<file path="config.mk">
export PLATFORM = sky130hd
export DESIGN_NAME = gat_bram_loader
export DESIGN_NICKNAME = d
export VERILOG_FILES = /design/src/rtl/gat_bram_loader.sv
export SDC_FILE = /design/constraint.sdc
export NUM_CORES = 1
export LEC_CHECK = 0
export BUFFER_PORTS_ARGS = -buffer_cell sky130_fd_sc_hd__buf_4
export CORE_ASPECT_RATIO = 1.1
export CORE_MARGIN = 1.5
export CORE_UTILIZATION = 30
export CTS_CLUSTER_DIAMETER = 120
export DETAILED_ROUTE_END_ITERATION = 10
export GPL_TIMING_DRIVEN = 0
export SYNTH_ARGS = -nofsm -noshare
export SYNTH_HDL_FRONTEND = slang
export SYNTH_SLANG_ARGS = --single-unit
</file>
<file path="constraint.sdc">
create_clock -name clk -period 3.05 [get_ports clk]
set_input_delay 0.305 -clock clk [delete_from_list [all_inputs] [get_ports clk]]
set_output_delay 0.305 -clock clk [all_outputs]
set_load 0.02 [all_outputs]
</file>
<file path="src/rtl/gat_bram_loader.sv">
// Multi-channel host-to-BRAM load engine: routes byte-addressed host beats to per-channel BRAM ports and raises per-channel load_done.
// Optional word-address bounds check against the latched depth is enabled by defining GAT_LOADER_BOUNDS_CHECK_EN.
module gat_bram_loader #(
    parameter int TOP_WIDTH = 32,
    parameter int NUM_CH    = 4,
    parameter int ADDR_W    = 19,
    parameter int CNT_W     = ADDR_W + 1,
    parameter int CH_W      = $clog2(NUM_CH)
) (
    input  logic                          clk,
    input  logic                          rst_n,
    input  logic                          start,
    input  logic                          clear,
    input  logic [NUM_CH-1:0]             ch_en,
    input  logic [NUM_CH*CNT_W-1:0]       ch_depth,
    input  logic                          host_valid,
    output logic                          host_ready,
    input  logic [CH_W-1:0]               host_ch,
    input  logic [TOP_WIDTH-1:0]          host_addr,
    input  logic [TOP_WIDTH-1:0]          host_din,
    output logic [NUM_CH-1:0]             bram_ena,
    output logic [NUM_CH-1:0]             bram_wea,
    output logic [NUM_CH*ADDR_W-1:0]      bram_addr,
    output logic [NUM_CH*TOP_WIDTH-1:0]   bram_din,
    output logic [NUM_CH-1:0]             load_done,
    output logic                          all_done,
    output logic                          err_align,
    output logic                          err_drop,
    output logic                          err_bounds
);

    // state   | meaning
    // IDLE    | waiting for start, host_ready low
    // LOAD    | accepting beats until every enabled channel is done
    // DONE    | all enabled channels loaded, waiting for clear
    typedef enum logic [1:0] {ST_IDLE, ST_LOAD, ST_DONE} state_e;

    state_e                 state_q;
    logic [NUM_CH-1:0]      en_q;
    logic [NUM_CH-1:0]      done_q;
    logic [NUM_CH-1:0]      strobe_q;
    logic [CNT_W-1:0]       depth_q [NUM_CH];
    logic [CNT_W-1:0]       cnt_q   [NUM_CH];
    logic [ADDR_W-1:0]      addr_q  [NUM_CH];
    logic [TOP_WIDTH-1:0]   din_q   [NUM_CH];
    logic                   ready_q;
    logic                   all_done_q;
    logic                   err_align_q;
    logic                   err_drop_q;

    logic                   fire;
    logic                   bad_align;
    logic                   bad_drop;
    logic                   bad_bounds;
    logic                   wr_ok;
    logic                   sel_en;
    logic                   sel_done;
    logic [ADDR_W-1:0]      waddr;
    logic                   unused_addr;

    assign unused_addr = ^host_addr[TOP_WIDTH-1:ADDR_W+2];

`ifdef GAT_LOADER_BOUNDS_CHECK_EN
    localparam int CMP_W = ADDR_W + CNT_W;
    logic [CNT_W-1:0]       sel_depth;
    logic                   err_bounds_q;
`endif

    always_comb begin
        fire      = host_valid && ready_q;
        waddr     = host_addr[ADDR_W+1:2];
        sel_en    = 1'b0;
        sel_done  = 1'b0;
`ifdef GAT_LOADER_BOUNDS_CHECK_EN
        sel_depth = '0;
`endif
        // Channels outside NUM_CH never match, so they fall out as disabled.
        for (int c = 0; c < NUM_CH; c++) begin
            if (32'(host_ch) == c) begin
                sel_en    = en_q[c];
                sel_done  = done_q[c];
`ifdef GAT_LOADER_BOUNDS_CHECK_EN
                sel_depth = depth_q[c];
`endif
            end
        end
        bad_align  = (host_addr[1:0] != 2'b00);
        bad_drop   = !bad_align && (!sel_en || sel_done);
`ifdef GAT_LOADER_BOUNDS_CHECK_EN
        bad_bounds = !bad_align && !bad_drop && (CMP_W'(waddr) >= CMP_W'(sel_depth));
`else
        bad_bounds = 1'b0;
`endif
        wr_ok      = fire && !bad_align && !bad_drop && !bad_bounds;
    end

    always_ff @(posedge clk or negedge rst_n) begin
        if (!rst_n) begin
            state_q     <= ST_IDLE;
            en_q        <= '0;
            done_q      <= '0;
            strobe_q    <= '0;
            ready_q     <= 1'b0;
            all_done_q  <= 1'b0;
            err_align_q <= 1'b0;
            err_drop_q  <= 1'b0;
`ifdef GAT_LOADER_BOUNDS_CHECK_EN
            err_bounds_q <= 1'b0;
`endif
            for (int c = 0; c < NUM_CH; c++) begin
                depth_q[c] <= '0;
                cnt_q[c]   <= '0;
                addr_q[c]  <= '0;
                din_q[c]   <= '0;
            end
        end else begin
            strobe_q <= '0;
            if (clear) begin
                state_q     <= ST_IDLE;
                ready_q     <= 1'b0;
                all_done_q  <= 1'b0;
                done_q      <= '0;
                err_align_q <= 1'b0;
                err_drop_q  <= 1'b0;
`ifdef GAT_LOADER_BOUNDS_CHECK_EN
                err_bounds_q <= 1'b0;
`endif
                for (int c = 0; c < NUM_CH; c++) begin
                    cnt_q[c] <= '0;
                end
            end else begin
                case (state_q)
                    ST_IDLE: begin
                        if (start) begin
                            state_q <= ST_LOAD;
                            ready_q <= 1'b1;
                            en_q    <= ch_en;
                            for (int c = 0; c < NUM_CH; c++) begin
                                depth_q[c] <= ch_depth[c*CNT_W +: CNT_W];
                                cnt_q[c]   <= '0;
                                done_q[c]  <= ch_en[c] && (ch_depth[c*CNT_W +: CNT_W] == '0);
                            end
                        end
                    end
                    ST_LOAD: begin
                        if (&(done_q | ~en_q)) begin
                            state_q    <= ST_DONE;
                            ready_q    <= 1'b0;
                            all_done_q <= 1'b1;
                        end
                    end
                    ST_DONE: begin
                        state_q <= ST_DONE;
                    end
                    default: begin
                        state_q <= ST_IDLE;
                        ready_q <= 1'b0;
                    end
                endcase

                if (fire) begin
                    if (bad_align) err_align_q <= 1'b1;
                    if (bad_drop)  err_drop_q  <= 1'b1;
`ifdef GAT_LOADER_BOUNDS_CHECK_EN
                    if (bad_bounds) err_bounds_q <= 1'b1;
`endif
                end

                for (int c = 0; c < NUM_CH; c++) begin
                    if (wr_ok && (32'(host_ch) == c)) begin
                        strobe_q[c] <= 1'b1;
                        addr_q[c]   <= waddr;
                        din_q[c]    <= host_din;
                        cnt_q[c]    <= cnt_q[c] + CNT_W'(1);
                        if ((cnt_q[c] + CNT_W'(1)) == depth_q[c]) begin
                            done_q[c] <= 1'b1;
                        end
                    end
                end
            end
        end
    end

    for (genvar g = 0; g < NUM_CH; g++) begin : g_pack
        assign bram_addr[g*ADDR_W +: ADDR_W]      = addr_q[g];
        assign bram_din[g*TOP_WIDTH +: TOP_WIDTH] = din_q[g];
    end

    assign bram_ena   = strobe_q;
    assign bram_wea   = strobe_q;
    assign host_ready = ready_q;
    assign load_done  = done_q;
    assign all_done   = all_done_q;
    assign err_align  = err_align_q;
    assign err_drop   = err_drop_q;
`ifdef GAT_LOADER_BOUNDS_CHECK_EN
    assign err_bounds = err_bounds_q;
`else
    assign err_bounds = 1'b0;
`endif

endmodule

</file>
==> summary.txt, run 1 <==
status: finished, final reports clean
WL final: 59120 µm
Critical Path Sink Type: flop
crit path cell chain: nor2b_1, nand2_1, nor4_2, clkbuf_2, clkbuf_1, nand2_1, nand2_1
flop-to-flop setup slack: 0.11 ns
Initial Utilization: 0.3028
gr ovfl total: 0
share of cells above drive strength 1: 0.2217
final hold viol count: 0
Max H-tree Level: 2
R2R Path End: bram_din[89]
first-pass GRT wire length: 91610 µm
Cell Area, Synth: 0.01809 mm²
Hold Path Depth: 3
final setup fails: 0
unrepaired setup endpoints after global routing: true
Slew Limit Headroom: 0.2700
clk_lat worst skew: 0.57 ns
core area: 0.05975 mm²
Sink Count: 382
Req. time, crit path: 3.56 ns
Distinct cells, synth: 77
worst hold endpoint: err_align
Post-synth top cells: nand2_1 (706), dfrtp_1 (382), o21ai_0 (102), clkbuf_1 (92), mux2_2 (88)
NumNets Final: 2669
min-delay src: host_addr[0]
Synth area leaders: dfrtp_1 (53%), nand2_1 (15%), mux2_2 (5.5%), xnor2_1 (3.3%), o21ai_0 (2.8%)
Inserted Clock Buffers: 44
CTS tree: yes
Worst R2R Path Depth: 7
Die Y: 260.5 µm
vias per cell: 4.897
Synth top area share: 0.5284
final max-slew violation count: 0
area growth from synthesis to layout: 36.47%
Synthesized Nets: 2121
most numerous cell on the critical path: nand2_1
TritonRoute pass-1 iters: 5
Max stage delay cell, worst path: nor4_2
drt wl/cell: 17.86 µm
row count: 94
fmax: 340.2 MHz
Top Ports: 376
WP data arrival: 3.45 ns
CP max stage delay: 0.65 ns
Final Cell Area: 0.02469 mm²
GRT Util Overall: 0.1882
Mapped Avg Cell Area: 9.239 µm²
CP Launch Type: flop
Synth Flop Type: dfrtp_1
Die ar.: 0.06178 mm²
Crit Path Class: reg2reg
crit share post-route: 0.9638
CTS clock-pin slew for the worst setup and hold paths: 0.06 ns
CP bufs+invs: 2
clk_skew: 0.02289 ns
dpl cells: 3093
via count: 16205
remaining antenna violation count after routing: 0
CP delay by family, top: simple AND/OR/NAND/NOR gates
1st-iter DRT viols: 871
Final Critical Period: 2.940 ns
largest net degree at the start of global routing: 97
hpwl dp: 42450 µm
GP Congestion: 0.8849
Max Root-Sink Buffers: 3
Seq/Total Area, Yosys: 0.5284
root buffer cell: clkbuf_16
Leakage Power: 0.01199 µW
pwr dens: 652.9 mW/mm²
number of global-route vias before repair: 16147
count leader, synth: nand2_1
Peak VDD IR: 0.3996 mV
leading area contributor after synthesis: dfrtp_1
I/O Buffers: 363
Slew @ Worst Pin: 1.095 ns
DRC Markers: 0
Crit Reg-Reg Startpoint: load_done[2]
non-filler cells, final: 3309
Hold WC Path Type: in2reg
fraction of registers with async set/reset: 1.000
post-synthesis register bit count: 382
synth warn: 0
total power: 16120 µW
initial antenna violation count: 10
Post-DP Area: 0.02189 mm²
Worst Path Max Fanout: 10
Die X-Extent: 237.1 µm
cells after synthesis: 1958
Setup TNS: 0 ns
max capacitance violation total: 0
Core Util, Final: 0.4132
Post-synth EDFFs: 0
-- worst max-delay path by stage --
stage	from	to	slack, ns	cells past startpoint
detailed placement	load_done[2]	bram_din[85]	-0.76	7
floorplan	host_ready	load_done[1]	0.84	9
CTS	load_done[2]	bram_din[89]	0.03	7
global route	load_done[2]	bram_din[85]	-0.08	7
finish	load_done[2]	bram_din[89]	0.11	7
global placement	rst_n	bram_din[104]	-2.23	1
-- layout by cell type (no fill, tap or decap), types with 6 or more instances in the layout --
cell type | netlist | final
dfrtp_1 | 382 | 382
dlygate4sd3_1 | 0 | 137
mux2_2 | 88 | 88
clkbuf_16 | 0 | 45
a21oi_1 | 34 | 34
a21o_1 | 11 | 11
nand4_1 | 37 | 37
a31oi_1 | 11 | 11
o21ai_0 | 102 | 102
or4_1 | 11 | 11
and2_1 | 10 | 10
o41ai_1 | 10 | 10
xnor2_1 | 68 | 68
clkbuf_8 | 0 | 6
nor3_1 | 15 | 15
mux2i_1 | 9 | 9
o22ai_1 | 7 | 7
and4_1 | 11 | 11
nor2_1 | 56 | 56
nand3_1 | 43 | 43
ha_1 | 8 | 8
buf_4 | 5 | 367
xor2_1 | 29 | 29
diode_2 | 0 | 10
nor4_1 | 24 | 22
o31ai_1 | 32 | 32
nand2_1 | 706 | 706
nand2b_1 | 16 | 16
clkbuf_2 | 2 | 12
inv_1 | 19 | 19
or3_1 | 11 | 11
and3_1 | 9 | 9
o211ai_1 | 7 | 7
clkbuf_1 | 92 | 93
-- layout make-up --
cell class / count / area [µm²]
Multi-Input combinational cell: 1444 / 8014
Antenna cell: 10 / 25.02
Clock buffer: 62 / 1250
Buffer: 109 / 455.4
Timing Repair Buffer: 504 / 4214
Sequential cell: 382 / 9559
Inverter: 21 / 78.83
Tap cell: 768 / 960.9
Fill cell: 5751 / 35060
Clock inverter: 9 / 130.1
-- per-layer routing --
layer  track usage  part of all wire
met1        0.2357              0.42
met2        0.3162              0.48
met3       0.04146             0.061
met4       0.07502             0.039
met5             0           0.00059
-- flip-flops by register name, summed over array words and instances, names as in the netlist, 2 cells and up --
register / cells
bram_din: 128
cnt_q: 80
depth_q: 80
bram_addr: 76
bram_ena: 4
en_q: 4
load_done: 4
state_q: 2
-- power by group --
| group | internal [µW] | total (µW) | switching, µW | leakage (µW) |
|---|---|---|---|---|
| registers | 6030 | 6830 | 801 | 0.00512 |
| logic | 2010 | 4080 | 2070 | 0.00620 |
| clock network | 3080 | 5210 | 2120 | 0.000674 |
-- kinds of logic after synthesis --
kind of cell | Yosys count | synth area share
flops | 382 | 0.5284
fa+ha+maj | 8 | 0.005533
xor+xnor | 98 | 0.04821
other cells | 1 | 0.0002073
simple gates | 993 | 0.2424
buf+inv | 132 | 0.02926
mux | 98 | 0.06100
compound gates | 246 | 0.08501
-- worst min-delay path, delay by kind of cell --
family	cells	cell delay, ns
buf+inv	1	0.09
compound gates	2	0.21
-- what timing repair did --
| action | CTS | global route |
|---|---|---|
| endpoints found under the setup margin | 226 | 57 |
| hold buffers | 137 | 0 |
| endpoints found under the hold margin | 359 | 0 |
| buffers inserted | 0 | 0 |
| gates resized for setup | 6 | 9 |
-- metrics by stage --
stage / hold slack [ns] / worst slack, ns
final: 0.08115 / 0.1104
after global routing: 0.07958 / -0.08031
after CTS: 0.04199 / 0.02531
after detailed placement: 0.3276 / -0.7561
after global placement: 0.4523 / -2.235
after floorplan: 0.009409 / 0.8379
(Power assumes the default switching activity.)
==> inputs of run 2 (changes only) <==
==> constraint.sdc (replaced) <==
create_clock -name clk -period 3.05 [get_ports clk]
set_input_delay 0.4575 -clock clk [delete_from_list [all_inputs] [get_ports clk]]
set_output_delay 0.4575 -clock clk [all_outputs]
set_load 0.02 [all_outputs]
==> run 2 against run 1 <==
Net effect: combinational power decreased by 3%; first-iteration DRC count decreased by 1.7%; largest cell class unchanged; critical endpoint is now load_done[1]; clock power about the same; clock skew decreased by 0.0029 ns; total power decreased by 0.91%; maximum frequency decreased by 0.69%; register-to-register slack got worse by 0.02 ns; core utilization decreased by 2.3 points; global-route usage decreased by 0.34 points; sequential share of layout area increased by 2.3 points; count of clock-buffer cells in the layout unchanged.
==> summary.txt, run 2 (synthesis results as in run 1) <==
status: finished, final reports clean
Die ar.: 0.06178 mm²
1st-iter DRT viols: 856
remaining antenna violation count after routing: 0
Crit Path Class: reg2reg
Setup TNS: 0 ns
Die X-Extent: 237.1 µm
total power: 15970 µW
initial antenna violation count: 14
Peak VDD IR: 0.4054 mV
area growth from synthesis to layout: 28.92%
Die Y: 260.5 µm
CTS clock-pin slew for the worst setup and hold paths: 0.06 ns
TritonRoute pass-1 iters: 5
I/O Buffers: 363
clk_skew: 0.01996 ns
Worst Path Max Fanout: 9
Slew @ Worst Pin: 1.100 ns
most frequent cells in the layout: nand2_1 (706), dfrtp_1 (382), buf_4 (367)
CTS tree: yes
vias per cell: 4.925
CP Launch Type: flop
via count: 15618
Top Ports: 376
Initial Utilization: 0.3028
first-pass GRT wire length: 89540 µm
Fillers: 5914
GP Congestion: 0.8849
Slew Limit Headroom: 0.2667
max capacitance violation total: 0
row count: 94
unrepaired setup endpoints after global routing: true
Inserted Clock Buffers: 44
gr ovfl total: 0
max reg flops: 128
final setup fails: 0
Leakage Power: 0.01142 µW
core area: 0.05975 mm²
final hold viol count: 0
hpwl dp: 42450 µm
WL final: 58050 µm
commonest non-fill, non-tap cell in the layout: nand2_1
GRT Util Overall: 0.1849
number of global-route vias before repair: 15525
Hold WC Path Type: in2reg
Final Critical Period: 2.960 ns
largest net degree at the start of global routing: 97
root buffer cell: clkbuf_16
fmax: 337.9 MHz
Core Util, Final: 0.3903
final max-slew violation count: 0
WP data arrival: 3.42 ns
crit share post-route: 0.9705
Critical Path Sink Type: flop
Max Root-Sink Buffers: 3
Max H-tree Level: 2
pwr dens: 684.9 mW/mm²
DRC Markers: 0
drt wl/cell: 18.31 µm
NumNets Final: 2533
share of cells above drive strength 1: 0.2342
Sink Count: 382
Req. time, crit path: 3.51 ns
clk_lat worst skew: 0.57 ns
[run 2: cell types whose count changed in the layout (fill, tap and decap cells not counted), sizes merged]
cell,before,now
diode,10,8
dlygate4sd3,137,1
[run 2: area by class of cell]
cell class              instances  area, µm²  share of cell area
inverters                      21      78.83            0.003380
clock buffers                  62       1250             0.05360
plain buffers                 109      455.4             0.01953
multi-input cells            1444       8014              0.3436
flip-flops and latches        382       9559              0.4099
diodes                          8      20.02           0.0008584
well taps                     768      960.9             0.04120
clock inverters                 9      130.1            0.005580
repair buffers                368       2853              0.1223
[run 2: routing by layer]
| layer | wire length, µm | track usage |
|---|---|---|
| met2 | 27950 | 0.3077 |
| met1 | 24010 | 0.2295 |
| met4 | 2141 | 0.07325 |
| met5 | 103 | 0 |
| met3 | 3847 | 0.04770 |
[run 2: through the flow]
step,hold WS (ns),area [µm²],std cells,setup slack [ns]
after floorplan,0.1619,18090,1958,0.8306
after global placement,0.4523,21780,3089,-2.387
after detailed placement,0.4569,21890,3093,-0.7990
after CTS,0.07870,23290,3163,0.02531
after global routing,0.09366,23320,3170,-0.08155
final,0.1130,23320,3171,0.09011
[run 2: worst paths after layout]
path                                   start            end  slack (ns)  depth (start not counted)
worst max-delay path              host_ready   load_done[1]        0.09                          8
worst min-delay path            host_din[20]   bram_din[52]        0.11                          3
worst max register to register    host_ready   load_done[1]        0.09                          8
worst min register to register   bram_din[1]    bram_din[1]        0.46                          2
max in group asynchronous              rst_n     depth_q[7]        1.34                          4
min in group asynchronous              rst_n  bram_addr[36]        0.46                          2
[run 2: power breakdown]
group	internal, µW	switching, µW
clock	3080	2120
sequential	6030	803
combinational	1900	2040
total	11000	4960
[run 2: what timing repair did]
item | 4_1_cts | 5_1_grt
buffers inserted | 0 | 0
hold buffers | 1 | 0
gates resized for setup | 6 | 9
hold endpoints to repair | 74 | 0
endpoints found under the setup margin | 226 | 58
[run 2: worst max-delay path, cell delays in order (launching register included)]
cell and delay, ns:
dfrtp_1 0.48, nand4bb_1 0.32, or3_1 0.50, or2_2 0.44, inv_1 0.18, o311ai_0 0.15
nor4_1 0.38, nand4_1 0.13, o31ai_1 0.25
